--- src/rtl/dreg_pkg.sv ---
// Shared types for the dreg_bank register bank: operating modes and readout FSM states.
package dreg_pkg;

    typedef enum logic [1:0] {
        MODE_TRACK    = 2'b00,
        MODE_SNAPSHOT = 2'b01,
        MODE_HOLD     = 2'b10,
        MODE_CLEAR    = 2'b11
    } mode_e;

    typedef enum logic {
        ST_EMPTY,
        ST_FULL
    } state_e;

endpackage

--- src/rtl/dreg_channel.sv ---
// One channel of dreg_bank: q register, change pulse, and optional even parity
// (DREG_BANK_PARITY_EN).
module dreg_channel #(
    parameter int WIDTH = 8
) (
    input  logic             clk,
    input  logic             rst,
    input  logic             load,
    input  logic             clear,
    input  logic [WIDTH-1:0] d,
    output logic [WIDTH-1:0] nq,
    output logic [WIDTH-1:0] q,
    output logic             changed
`ifdef DREG_BANK_PARITY_EN
    ,
    output logic             parity_err
`endif
);

    logic [WIDTH-1:0] q_r;
    logic [WIDTH-1:0] q_next;

    assign nq     = load ? d : q_r;
    assign q_next = clear ? '0 : nq;
    assign q      = q_r;

    always_ff @(posedge clk) begin
        if (rst) begin
            q_r     <= '0;
            changed <= 1'b0;
        end else begin
            q_r     <= q_next;
            changed <= (q_next != q_r);
        end
    end

`ifdef DREG_BANK_PARITY_EN
    logic par_r;

    // Parity is refreshed from the value being stored, so a corrupted q bit
    // is flagged exactly once before the stored parity re-aligns.
    always_ff @(posedge clk) begin
        if (rst) begin
            par_r      <= 1'b0;
            parity_err <= 1'b0;
        end else begin
            par_r      <= ^q_next;
            parity_err <= ((^q_r) != par_r);
        end
    end
`endif

endmodule

--- src/rtl/dreg_bank.sv ---
// Multi-channel D-register bank with mode select and atomic snapshot readout.
// Optional per-channel parity via DREG_BANK_PARITY_EN.
module dreg_bank
    import dreg_pkg::*;
#(
    parameter int WIDTH    = 8,
    parameter int CHANNELS = 4
) (
    input  logic                      clk,
    input  logic                      rst,
    input  logic [1:0]                mode,
    input  logic [CHANNELS-1:0]       en,
    input  logic [CHANNELS*WIDTH-1:0] d,
    input  logic                      capture,
    input  logic                      clr_overrun,
    output logic [CHANNELS*WIDTH-1:0] q,
    output logic [CHANNELS-1:0]       changed,
    output logic [CHANNELS*WIDTH-1:0] snap_q,
    output logic                      out_valid,
    input  logic                      out_ready,
    output logic                      overrun
`ifdef DREG_BANK_PARITY_EN
    ,
    output logic [CHANNELS-1:0]       parity_err
`endif
);

    mode_e                      m;
    logic                       load_ok;
    logic                       clear;
    logic                       cap_ok;
    logic [CHANNELS*WIDTH-1:0]  nq_all;
    state_e                     state, state_nx;
    logic                       snap_load;
    logic                       ovr_set;

    assign m       = mode_e'(mode);
    assign load_ok = (m == MODE_TRACK) || (m == MODE_SNAPSHOT);
    assign clear   = (m == MODE_CLEAR);
    assign cap_ok  = (m == MODE_SNAPSHOT) && capture;

    for (genvar i = 0; i < CHANNELS; i++) begin : gen_ch
        dreg_channel #(.WIDTH(WIDTH)) u_ch (
            .clk        (clk),
            .rst        (rst),
            .load       (en[i] && load_ok),
            .clear      (clear),
            .d          (d[i*WIDTH +: WIDTH]),
            .nq         (nq_all[i*WIDTH +: WIDTH]),
            .q          (q[i*WIDTH +: WIDTH]),
            .changed    (changed[i])
`ifdef DREG_BANK_PARITY_EN
            ,
            .parity_err (parity_err[i])
`endif
        );
    end

    always_ff @(posedge clk) begin
        if (rst) state <= ST_EMPTY;
        else     state <= state_nx;
    end

    always_comb begin
        state_nx  = state;
        snap_load = 1'b0;
        ovr_set   = 1'b0;
        if (clear) begin
            state_nx = ST_EMPTY;
        end else begin
            case (state)
                ST_EMPTY: begin
                    if (cap_ok) begin
                        snap_load = 1'b1;
                        state_nx  = ST_FULL;
                    end
                end
                ST_FULL: begin
                    if (out_ready) begin
                        if (cap_ok) snap_load = 1'b1;
                        else        state_nx  = ST_EMPTY;
                    end else if (cap_ok) begin
                        ovr_set = 1'b1;
                    end
                end
                default: state_nx = ST_EMPTY;
            endcase
        end
    end

    assign out_valid = (state == ST_FULL);

    always_ff @(posedge clk) begin
        if (rst || clear)   snap_q <= '0;
        else if (snap_load) snap_q <= nq_all;
    end

    // A new overrun in the same cycle as a clear request takes priority.
    always_ff @(posedge clk) begin
        if (rst)                       overrun <= 1'b0;
        else if (ovr_set)              overrun <= 1'b1;
        else if (clr_overrun || clear) overrun <= 1'b0;
    end

`ifdef DREG_BANK_PARITY_EN
    logic [CHANNELS-1:0] snap_par;

    always_ff @(posedge clk) begin
        if (rst || clear) snap_par <= '0;
        else if (snap_load) begin
            for (int unsigned i = 0; i < CHANNELS; i++)
                snap_par[i] <= ^nq_all[i*WIDTH +: WIDTH];
        end
    end
`endif

endmodule

--- config.mk ---
export PLATFORM = sky130hd
export DESIGN_NAME = dreg_bank
export DESIGN_NICKNAME = d
export VERILOG_FILES = /design/src/rtl/dreg_pkg.sv /design/src/rtl/dreg_channel.sv /design/src/rtl/dreg_bank.sv
export SDC_FILE = /design/constraint.sdc
export NUM_CORES = 1
export LEC_CHECK = 0
export ABC_AREA = 1
export CAP_MARGIN = 30
export CORE_MARGIN = 1.5
export CORE_UTILIZATION = 33
export DETAILED_ROUTE_END_ITERATION = 6
export SKIP_LAST_GASP = 1
export SLEW_MARGIN = 10
export SYNTH_ARGS = -nofsm -noshare
export SYNTH_HDL_FRONTEND = slang
export SYNTH_SLANG_ARGS = --single-unit
--- constraint.sdc ---
create_clock -name clk -period 1.1 [get_ports clk]
set_input_delay 0.165 -clock clk [delete_from_list [all_inputs] [get_ports clk]]
set_output_delay 0.165 -clock clk [all_outputs]
set_load 0.005 [all_outputs]
Yosys cells after proc, flatten, opt, wreduce, memory -nomap -nowiden
Cells that the tools add are included.

Bits in registers: 70. Input port bits: 43. Output and inout port bits: 70.

Eq/ne operators: 6. Mux-type cells: 19. Bitwise logic cells: 1. Reductions and logical operators: 11.

Operators by type and width (count): 2-to-1 mux 8 bit (8); != test 8 bit (4); 2-to-1 mux 1 bit (9); logical AND 1 bit (5); case mux 1 bit (2 select lines) (2); logical OR 1 bit (3); equality test 2 x 1 -> 1 bit, second input constant (1); equality test 2 bit, second input constant (1); zero test 2 bit (1); nonzero test 2 bit (1); OR reduction 2 bit (1); NOT 1 bit (1).

Longest topological paths before layout
Gate-level depths: netlist (run 1).

Depth after elaboration: 7. Gate-level depth with buffers: 11.

By module
A second synthesis (run 1) with hierarchy kept.

Cell total of the unflattened synthesis: 643. Area total of the unflattened synthesis: 4085.2 um^2.

Modules (own cells, without submodules): dreg_channel (instances 4, cells an instance 103, area each 629.4 um^2, seq. area each 180.2 um^2); dreg_bank (instances 1, cells an instance 231, area each 1567.8 um^2, seq. area each 680.7 um^2).

Least setup slack after synthesis (run 1)
Ideal clock, no wire load.

Kind: register to register. Start: reg state (netlist: out_valid). End: reg snap_q[31]. Library setup time: 133 ps. Arrival time: 1006 ps. Data required time: 967 ps. Path slack: -39 ps. Stages on the path, launching flop included: 7. Cell sequence: dfxtp_1 -> inv_1 -> nor2_1 -> nor2_4 -> buf_2 -> o21ai_0 -> a21oi_1.

Word-level cells in the longest chain between the ends: 3.

RTL lines: start: declaration (line dreg_bank.sv:33) `state_e state, state_nx;`; start signal: assignment (line dreg_bank.sv:61) `else state <= state_nx;`; NOT 1 bit; case mux 1 bit (2 select lines) * (line dreg_bank.sv:71) `case (state)`; 2-to-1 mux 1 bit * (line dreg_bank.sv:68) `if (clear) begin`; end signal: assignment (line dreg_bank.sv:95) `else if (snap_load) snap_q <= nq_all;`; end: declaration (line dreg_bank.sv:18) `output logic [CHANNELS*WIDTH-1:0] snap_q,`.

Mark *: on every way between the ends. The rest lies on a longest branch, timed or not. A chain may end at the register's enable or synchronous reset.

Worst setup path after layout (run 1)
Start: reg state (netlist: out_valid). End: reg snap_q[15].

Same word-level chain as after synthesis.

==> results of run 1 <==
[state kept, by name, indices dropped and copies added, names as in the netlist]
register,cells
gen_ch.u_ch.changed,4
gen_ch.u_ch.q,32
out_valid,1
overrun,1
snap_q,32
[worst register-to-register path, cell delays in order (launching register included)]
cell,delay (ns)
sky130_fd_sc_hd__dfxtp_2,0.34
sky130_fd_sc_hd__inv_2,0.04
sky130_fd_sc_hd__nor2_4,0.15
sky130_fd_sc_hd__nor2_4,0.07
sky130_fd_sc_hd__buf_12,0.13
sky130_fd_sc_hd__buf_12,0.13
sky130_fd_sc_hd__buf_12,0.13
sky130_fd_sc_hd__buf_16,0.13
sky130_fd_sc_hd__a21oi_2,0.11
[power by group through the flow]
stage | clock network, uW | registers [uW] | logic (uW)
global route | 2200 | 2780 | 1970
finish | 2050 | 2770 | 1800
floorplan | 0 | 2800 | 649
global placement | 0 | 2800 | 1430
CTS | 2060 | 2750 | 1610
detailed placement | 0 | 2800 | 1450
[per-stage QoR]
stage	area [um^2]	power [uW]	instances	TNS, ns
floorplan	3470	3440	529	0
global placement	5240	4230	822	-47.78
detailed placement	5240	4260	822	-49.83
CTS	5960	6430	865	-2.99
global route	6390	6960	887	-5.05
finish	6390	6630	887	-3.59
[path summary, 6_finish.rpt]
path                   startpoint                      end  cells after the start  slack (ns)
max          out_valid$_SDFF_PP0_  snap_q[15]$_SDFFE_PP0P_                      8       -0.20
min                       capture     out_valid$_SDFF_PP0_                      5        0.28
max reg2reg  out_valid$_SDFF_PP0_  snap_q[15]$_SDFFE_PP0P_                      8       -0.20
min reg2reg  overrun$_SDFFE_PP0P_     overrun$_SDFFE_PP0P_                      2        0.48
[timing repair]
action | in CTS | in global routing
setup endpoints to repair | 140 | 100
buffers inserted | 17 | 21
pin swaps | 13 | 52
cloned | 10 | 1
resized for setup | 211 | 173
[layer usage]
| metal | wire, um | vias to the layer above | track usage (%) |
|---|---|---|---|
| met5 | 0 | - | 0 |
| met2 | 6250 | 133 | 38.4 |
| met1 | 5920 | 2074 | 30.0 |
| met4 | 282 | 0 | 6.95 |
| met3 | 658 | 22 | 4.21 |
| li1 | - | 2150 | - |
[cell type report]
type	count	area share [%]
inverter	61	3.66
tap	136	2.66
timing repair buffer	234	35.8
multi-input combinational	370	31.9
clock inverter	4	0.744
sequential	70	23.1
clock buffer	12	2.11
[logic make-up (layout without fill, tap and decap cells)]
family,Yosys count,count (layout)
AOI/OAI and AO/OA,63,63
buffers and inverters,90,311
DFF,70,70
and+or+nand+nor,306,307
[cells in the final DEF, fill, tap and decap left out, drive strengths merged, types with 13 or more instances in the layout]
master | netlist | layout
a21oi | 30 | 30
buf | 26 | 122
clkbuf | 3 | 36
clkdlybuf4s15 | 0 | 40
clkdlybuf4s50 | 0 | 35
dfxtp | 70 | 70
inv | 61 | 61
nand2 | 153 | 153
nand3 | 41 | 41
nand3b | 13 | 13
nand4 | 32 | 32
nor2 | 67 | 68
o21ai | 30 | 30
==> flow_summary.toml, run 1 <==
[yosys]
yosys-top-cells-area = "sky130_fd_sc_hd__dfxtp_1 (40%), sky130_fd_sc_hd__nand2_1 (17%), sky130_fd_sc_hd__nor2_1 (7.0%)"
post_synth_inst_count = 529
synth_simple_gate_area_share_pct = 38.6
dominantRegCellSynth = "sky130_fd_sc_hd__dfxtp_1"
synth_cell_type_count = 19
post_synth_fa_ha_maj_area_fraction_pct = 0
netlist_top_cells_count = "sky130_fd_sc_hd__nand2_1 (153), sky130_fd_sc_hd__dfxtp_1 (70), sky130_fd_sc_hd__nor2_1 (65)"
mappedNetlistArea_mm2 = 0.00347
synth.yosys.warnings = 0
post_synth_mux_area_share_pct = 0
post_synthesis_cell_type_with_the_largest_combined_area = "sky130_fd_sc_hd__dfxtp_1"
sequential_to_total_area_share_from_yosys_stat_pct = 40.4
postSynthAreaPerCell_um2 = 6.56
synth-edff-count = 0
synth_compound_area_share_pct = 9.34
synthXorXnorAreaFrac_pct = 0
synth_top_cell_area_share_pct = 40.4
synth.ff_latch_count = 70
ys_async_sr_fraction_pct = 0
synthesis.nets = 572
synth.most_common_cell = "sky130_fd_sc_hd__nand2_1"
main_combinational_cell_family_by_area_after_synthesis = "simple AND/OR/NAND/NOR gates"

[run_status]
violations = "setup timing"
outcome = "finished with violations"

[clocking]
cts_num_sinks = 70
clock_tree_from_tritoncts = "yes"
clk_path_buf_depth = 2
numCtsBuffers = 9
clk_latency_ns = 0.35
clock-root-buffer = "sky130_fd_sc_hd__clkbuf_8"
hold_buffer_count_at_cts = 0
cts.reportedPaths.clkPinSlew_ns = 0.08
cts_htree_levels = 3

[critical_path]
crit_path_start_kind = "flip-flop"
worstPathBufferInverterCount = 5
critPathTopFamily = "buffers and inverters"
type_of_the_setup_path_with_the_least_slack = "reg2reg"
critPathArrivalTime_ns = 1.58
endpoint_kind = "flip-flop"
cp_max_fo = 5
worstPathCellList = "inv_2 -> nor2_4 -> nor2_4 -> buf_12 -> buf_12 -> buf_12 -> buf_16 -> a21oi_2"
data_required_critical_path_ns = 1.37
slowest_delay_ns = 0.34
crit_top_cell = "sky130_fd_sc_hd__buf_12"
cpMaxStageDelayCell = "sky130_fd_sc_hd__dfxtp_2"

[global_routing]
antenna_found_initial = 0
number_of_global_route_vias_before_repair = 4148
grt-ovfl-total = 0
first_pass_grt_wire_length_um = 20300
globalRouteTotalUtil_pct = 22.9
maximum_number_of_pins_on_one_net_before_global_route_repair = 33

[finish]
sequential_cell_area_mm2 = 0.00148
final_core_util_pct = 62.2
nFillCells = 926
final_layout_size_suffix_gt1_share_pct = 42.1
multi_input_comb_area_mm2 = 0.00204
insertedDiodeCount = 0
num-nets-final = 789
layout-area-overhead-vs-synth_pct = 84.2

[drt]
first_pass_iters = 4
remaining_drc_errors = 0
viasPerCell = 4.94
first_iter_violations = 161
routedWlPerCell_um = 14.8
antenna_violating_nets_post_route = 0
wl_um = 13100
via_count_of_the_routed_design = 4379

[sta]
min_period_ns = 1.30
fin_crit_sh_pct = 118
hold_viol = 0
worst_hold_slack_ns = 0.284
maxClockFrequency_ghz = 0.768
finalSetupViolations = 35
timing_worst_slew_pin_value_ns = 0.266
fin_ws_ns = -0.203
rsz0062_at_grt = "true"
worst_slew_margin_rel_pct = 82.2
fin_worst_skew_ns = 0.0154
slew_viol_final = 0

[power_and_ir_drop]
power_frac_clock_pct = 30.9
power.share.switching_pct = 29.7
static-leakage-power_uw = 0.00304
share_seq_of_total_power_pct = 41.8
netSwitchingPower_uw = 1960
p_int_uw = 4660
peakVddDrop_uv = 638
pwr_density_cell_mw_per_mm2 = 1040
combPwrFrac_pct = 27.2

[placement]
port-buffer-count = 112
finalWeightedCongestion = 0.760
place.detailed.hpwl_um = 7830
dp_worst_setup_slack_ns = -0.874

[job]
drv.max_cap_violation_count = 0

[die]
die_x_um = 106
die_area_mm2 = 0.0111
placement_rows = 37
core_area_mm2 = 0.0103
floorplan.io_pins = 113
die_h_um = 106
start_util_pct = 33.8

[min_path]
hp-class = "in2reg"
Note: power is estimated with default switching activity, not from simulation.
==> run 2, diff against run 1 <==
==> constraint.sdc (replaced) <==
create_clock -name clk -period 1.1 [get_ports clk]
set_input_delay 0.275 -clock clk [delete_from_list [all_inputs] [get_ports clk]]
set_output_delay 0.275 -clock clk [all_outputs]
set_load 0.005 [all_outputs]
==> run 2 against run 1 <==
- first-iteration DRC count down 11%
- largest power group unchanged
- the run still ends with setup timing left
- clock-buffer cell count is 2 lower
- critical path depth is 2 higher
==> flow_summary.toml, run 2 (same netlist as run 1, synthesis figures left out) <==
[sta]
fin_worst_skew_ns = 0.00548
slew_viol_final = 0
worst_hold_slack_ns = 0.399
hold_viol = 0
maxClockFrequency_ghz = 0.838
timing_worst_slew_pin_value_ns = 0.291
finalSetupViolations = 64
rsz0062_at_grt = "true"
min_period_ns = 1.19
worst_slew_margin_rel_pct = 80.6
fin_ws_ns = -0.0931
fin_crit_sh_pct = 108

[clocking]
clk_latency_ns = 0.35
cts_htree_levels = 3
cts.reportedPaths.clkPinSlew_ns = 0.08
hold_buffer_count_at_cts = 0
clk_path_buf_depth = 2
clock_tree_from_tritoncts = "yes"
cts_num_sinks = 70
numCtsBuffers = 9
clock-root-buffer = "sky130_fd_sc_hd__clkbuf_8"

[critical_path]
endpoint_kind = "flip-flop"
cp_max_fo = 2
crit_path_start_kind = "flip-flop"
r2r-end = "gen_ch[1].u_ch.changed$_SDFF_PP0_"
data_required_critical_path_ns = 1.35
r2r-start = "gen_ch[1].u_ch.q[2]$_SDFF_PP0_"
critPathArrivalTime_ns = 1.44
timing.reg2reg.setup_slack_ns = -0.09
type_of_the_setup_path_with_the_least_slack = "reg2reg"
reg2regPathDepth = 10

[die]
die_x_um = 106
core_area_mm2 = 0.0103
die_h_um = 106
floorplan.io_pins = 113
die_area_mm2 = 0.0111
placement_rows = 37
start_util_pct = 33.8

[global_routing]
grt-ovfl-total = 0
antenna_found_initial = 0
number_of_global_route_vias_before_repair = 4245
globalRouteTotalUtil_pct = 22.9
maximum_number_of_pins_on_one_net_before_global_route_repair = 19
first_pass_grt_wire_length_um = 20500

[drt]
viasPerCell = 4.94
wl_um = 13500
remaining_drc_errors = 0
first_iter_violations = 143
antenna_violating_nets_post_route = 0
first_pass_iters = 4
via_count_of_the_routed_design = 4461
routedWlPerCell_um = 14.9

[placement]
place.detailed.hpwl_um = 8070
placed_cells_incl_taps = 825
postPlaceCellArea_mm2 = 0.00532
port-buffer-count = 112
finalWeightedCongestion = 0.817

[power_and_ir_drop]
peakVddDrop_uv = 612
share_seq_of_total_power_pct = 38.3
p_int_uw = 5180
combPwrFrac_pct = 25.6
pwr_density_cell_mw_per_mm2 = 1120
netSwitchingPower_uw = 2030
power.share.switching_pct = 28.1
power_frac_clock_pct = 36.2
static-leakage-power_uw = 0.00329

[min_path]
hold_start = "d[26]"
hp-class = "in2reg"
hold_depth = 5
worst_hold_path.endpoint = "gen_ch[3].u_ch.q[2]$_SDFF_PP0_"

[finish]
mostFrequentLayoutCell = "sky130_fd_sc_hd__nand2_1"
final_layout_size_suffix_gt1_share_pct = 50.3
insertedDiodeCount = 0
layout_common_cells = "sky130_fd_sc_hd__nand2_1 (125), sky130_fd_sc_hd__buf_4 (107), sky130_fd_sc_hd__dfxtp_2 (67)"
fin_cells = 903
stdcell_area_mm2 = 0.00641
final_core_util_pct = 62.4
num-nets-final = 805
layout-area-overhead-vs-synth_pct = 84.8

[run_status]
violations = "setup timing"
outcome = "finished with violations"

[job]
drv.max_cap_violation_count = 0
==> run 2: cell count changes in the layout (fill, tap and decap cells not counted), sizes merged, moves of 2 or more <==
| cell | delta |
|---|---|
| buf | +80 |
| clkdlybuf4s15 | -40 |
| clkbuf | -18 |
| clkdlybuf4s50 | -12 |
| dlymetal6s2s | +9 |
| dlygate4sd2 | -6 |
| bufinv | +2 |
| clkinv | +2 |
==> run 2: how the worst max path moves through the flow <==
stage,endpoint,cells past startpoint,slack (ns),from
6_report,gen_ch[1].u_ch.changed$_SDFF_PP0_,10,-0.09,gen_ch[1].u_ch.q[2]$_SDFF_PP0_
5_1_grt,gen_ch[1].u_ch.changed$_SDFF_PP0_,10,-0.18,gen_ch[1].u_ch.q[2]$_SDFF_PP0_
4_1_cts,gen_ch[2].u_ch.changed$_SDFF_PP0_,12,-0.09,mode[1]
3_5_place_dp,gen_ch[2].u_ch.changed$_SDFF_PP0_,12,-1.10,mode[1]
3_3_place_gp,gen_ch[2].u_ch.changed$_SDFF_PP0_,12,-1.00,mode[1]
2_1_floorplan,gen_ch[0].u_ch.changed$_SDFF_PP0_,10,-0.004,mode[1]
==> run 2: repair_timing <==
item | in CTS | in global routing
pin swaps | 11 | 28
setup endpoints to repair | 140 | 80
setup buffers | 35 | 14
hold endpoints to repair | 0 | 0
gates cloned | 7 | 6
resized for setup | 441 | 87
==> run 2: power groups by stage <==
stage | combinational, uW | clock (uW) | sequential [uW]
floorplan | 689 | 0 | 2800
detailed placement | 1480 | 0 | 2800
finish | 1850 | 2610 | 2760
global route | 2010 | 2750 | 2770
CTS | 1630 | 2640 | 2750
global placement | 1450 | 0 | 2800
==> run 2: stage by stage <==
stage	setup slack, ns	setup TNS (ns)	power [uW]
after CTS	-0.0931	-1.65	7020
final	-0.0931	-2.63	7210
after floorplan	-0.00421	-0.00857	3480
after global placement	-1.00	-65.85	4250
after detailed placement	-1.10	-68.30	4280
after global routing	-0.182	-6.44	7530
==> run 2: layer usage <==
layer	wire length, um	part of all wire [%]	track usage (%)	vias up
met5	0	0	0	-
met4	356	2.6	9.17	0
met3	719	5.3	2.78	35
met2	6410	48	38.9	163
met1	5990	44	29.6	2087
li1	-	-	-	2176
==> run 2: worst max-delay path: stages (launching register included) <==
cell                      delay, ns
sky130_fd_sc_hd__dfxtp_2       0.34
sky130_fd_sc_hd__buf_4         0.11
sky130_fd_sc_hd__inv_1         0.06
sky130_fd_sc_hd__nand2_2       0.09
sky130_fd_sc_hd__nand3_1       0.07
sky130_fd_sc_hd__nand2_1       0.06
sky130_fd_sc_hd__nand2_1       0.05
sky130_fd_sc_hd__nor2_1        0.10
sky130_fd_sc_hd__nand2_1       0.06
sky130_fd_sc_hd__nor2_1        0.11
sky130_fd_sc_hd__nor2_1        0.05
==> run 2: cell type report <==
class                           instances  area [um^2]
Clock inverter                          6          109
Clock buffer                           10          138
Timing Repair inverter                  1         3.75
Multi-Input combinational cell        371         2060
Fill cell                             915         3860
Inverter                               61          263
Timing Repair Buffer                  248         2190
Tap cell                              136          170
Sequential cell                        70         1490
==> run 3, diff against run 2 <==
--- a/config.mk
+++ b/config.mk
@@ -7,9 +7,10 @@
 export LEC_CHECK = 0
 export ABC_AREA = 1
 export CAP_MARGIN = 30
-export CORE_MARGIN = 1.5
+export CORE_MARGIN = 2
 export CORE_UTILIZATION = 33
 export DETAILED_ROUTE_END_ITERATION = 6
+export GPL_TIMING_DRIVEN = 0
 export SKIP_LAST_GASP = 1
 export SLEW_MARGIN = 10
 export SYNTH_ARGS = -nofsm -noshare
==> constraint.sdc (replaced) <==
create_clock -name clk -period 1 [get_ports clk]
set_input_delay 0.25 -clock clk [delete_from_list [all_inputs] [get_ports clk]]
set_output_delay 0.25 -clock clk [all_outputs]
set_load 0.005 [all_outputs]
==> run 3 against run 2 <==
- the run still ends with setup timing left
- clock skew rose by 0.0019 ns
- flip-flop and latch count unchanged
- core utilization fell by 2.9 points
- largest cell class is now multi-input combinational cells
==> flow_summary.toml, run 3 (same netlist as run 1, synthesis figures left out) <==
[run_status]
outcome = "finished with violations"
violations = "setup timing"

[global_routing]
globalRouteTotalUtil_pct = 23.1
antenna_found_initial = 0
grt-ovfl-total = 0
first_pass_grt_wire_length_um = 20400
number_of_global_route_vias_before_repair = 4101
maximum_number_of_pins_on_one_net_before_global_route_repair = 11

[power_and_ir_drop]
static-leakage-power_uw = 0.00305
pwr_density_cell_mw_per_mm2 = 1150
totalPowerFinal_uw = 7010
peakVddDrop_uv = 493

[min_path]
worst_hold_path.endpoint = "gen_ch[3].u_ch.changed$_SDFF_PP0_"
hp-class = "in2reg"
hold_depth = 2
hold_start = "rst"

[sta]
fin_ws_ns = -0.182
hold_viol = 0
maxClockFrequency_ghz = 0.846
fin_worst_skew_ns = 0.00742
finalSetupViolations = 109
timing_worst_slew_pin_value_ns = 0.251
worst_hold_slack_ns = 0.290
fin_crit_sh_pct = 118
timing.setup.tns_ns = -7.87
rsz0062_at_grt = "true"
slew_viol_final = 0
worst_slew_margin_rel_pct = 83.3
min_period_ns = 1.18

[critical_path]
worstPathCellList = "buf_4 -> inv_1 -> nand2_2 -> nand3_1 -> nand2_1 -> nand2_1 -> nor2_1 -> nand2_1 -> nor2_1 -> nor2_1"
cpMaxStageDelayCell = "sky130_fd_sc_hd__dfxtp_2"
critPathTopFamily = "simple AND/OR/NAND/NOR gates"
data_required_critical_path_ns = 1.24
critPathArrivalTime_ns = 1.42
type_of_the_setup_path_with_the_least_slack = "reg2reg"
crit_path_start_kind = "flip-flop"
slowest_delay_ns = 0.33
r2r-end = "gen_ch[0].u_ch.changed$_SDFF_PP0_"
reg2regPathDepth = 10
r2r-start = "gen_ch[0].u_ch.q[4]$_SDFF_PP0_"
endpoint_kind = "flip-flop"
worstPathBufferInverterCount = 2
timing.reg2reg.setup_slack_ns = -0.18
cp_max_fo = 2

[drt]
first_iter_violations = 169
viasPerCell = 5.07
first_pass_iters = 4
wl_um = 13800
routedWlPerCell_um = 16.1
via_count_of_the_routed_design = 4354
antenna_violating_nets_post_route = 0
remaining_drc_errors = 0

[clocking]
numCtsBuffers = 9
cts.reportedPaths.clkPinSlew_ns = 0.08
clock_tree_from_tritoncts = "yes"
clock-root-buffer = "sky130_fd_sc_hd__clkbuf_8"
clk_latency_ns = 0.35
cts_num_sinks = 70
clk_path_buf_depth = 2
cts_htree_levels = 3

[job]
drv.max_cap_violation_count = 0

[die]
die_h_um = 107
start_util_pct = 33.8
die_x_um = 107
placement_rows = 37
core_area_mm2 = 0.0103
die_area_mm2 = 0.0113
floorplan.io_pins = 113

[finish]
final_core_util_pct = 59.5
mostFrequentLayoutCell = "sky130_fd_sc_hd__nand2_1"
insertedDiodeCount = 0
final_layout_size_suffix_gt1_share_pct = 50.8
num-nets-final = 764
layout-area-overhead-vs-synth_pct = 76.2
layout_common_cells = "sky130_fd_sc_hd__nand2_1 (120), sky130_fd_sc_hd__dfxtp_2 (69), sky130_fd_sc_hd__buf_6 (65)"
nFillCells = 938

[placement]
port-buffer-count = 111
dp_worst_setup_slack_ns = -1.29
place.detailed.hpwl_um = 8580
finalWeightedCongestion = 0.808
run 3: cell types whose count changed in the layout (fill, tap and decap cells not counted), sizes merged:
cell | previous run | this run
bufinv | 3 | 0
clkdlybuf4s50 | 23 | 11
dlymetal6s2s | 10 | 8
clkbuf | 18 | 20
clkdlybuf4s15 | 0 | 1
buf | 202 | 166
clkinvlp | 0 | 1
nand2 | 154 | 153
dlygate4sd2 | 5 | 16
clkinv | 4 | 0
nor2 | 68 | 67
run 3: worst reg2reg max path: cells and delay by family (launching register included):
family	cells	cell delay [ns]
buf+inv	2	0.15
flops	1	0.33
simple gates	8	0.58
run 3: worst max-delay path by stage:
stage | from | end | slack (ns) | depth (start not counted)
final | gen_ch[0].u_ch.q[4]$_SDFF_PP0_ | gen_ch[0].u_ch.changed$_SDFF_PP0_ | -0.18 | 10
after CTS | out_valid$_SDFF_PP0_ | snap_q[23]$_SDFFE_PP0P_ | -0.15 | 7
after floorplan | mode[1] | gen_ch[0].u_ch.changed$_SDFF_PP0_ | -0.08 | 10
after global placement | mode[1] | gen_ch[0].u_ch.changed$_SDFF_PP0_ | -1.26 | 11
after detailed placement | mode[1] | gen_ch[0].u_ch.changed$_SDFF_PP0_ | -1.29 | 11
after global routing | gen_ch[3].u_ch.q[2]$_SDFF_PP0_ | gen_ch[3].u_ch.changed$_SDFF_PP0_ | -0.25 | 10
run 3: metal layers:
metal | global-route usage [%] | vias to the layer above | routed length [um] | part of all wire, %
met5 | 0 | - | 0 | 0
met4 | 10.4 | 0 | 522 | 3.8
met3 | 4.17 | 40 | 930 | 6.7
met2 | 37.3 | 174 | 6500 | 47
met1 | 30.0 | 2047 | 5840 | 42
li1 | - | 2093 | - | -
run 3: per-stage QoR:
step	instances	cell area (um^2)
final	859	6110
after detailed placement	776	4900
after CTS	828	5410
after global routing	859	6110
after global placement	776	4900
after floorplan	529	3620
run 3: final cells by class:
type,instances,area (um^2),share of cell area (%)
flip-flops and latches,70,1490,24.4
repair buffers,185,1660,27.2
well taps,136,170,2.78
plain buffers,25,297,4.85
clock inverters,1,7.51,0.123
clock buffers,12,155,2.54
multi-input cells,369,2080,34.0
inverters,61,251,4.11
run 3: timing repair:
action	CTS	global route
cloned	2	1
resized for setup	493	131
endpoints found under the setup margin	140	115
pin swaps	34	37
setup buffers	41	31
hold buffers	0	0
run 3: where the power goes:
part	internal, uW	switching, uW
Sequential	2960	100
Combinational	922	985
Clock	997	1050
Total	4870	2130
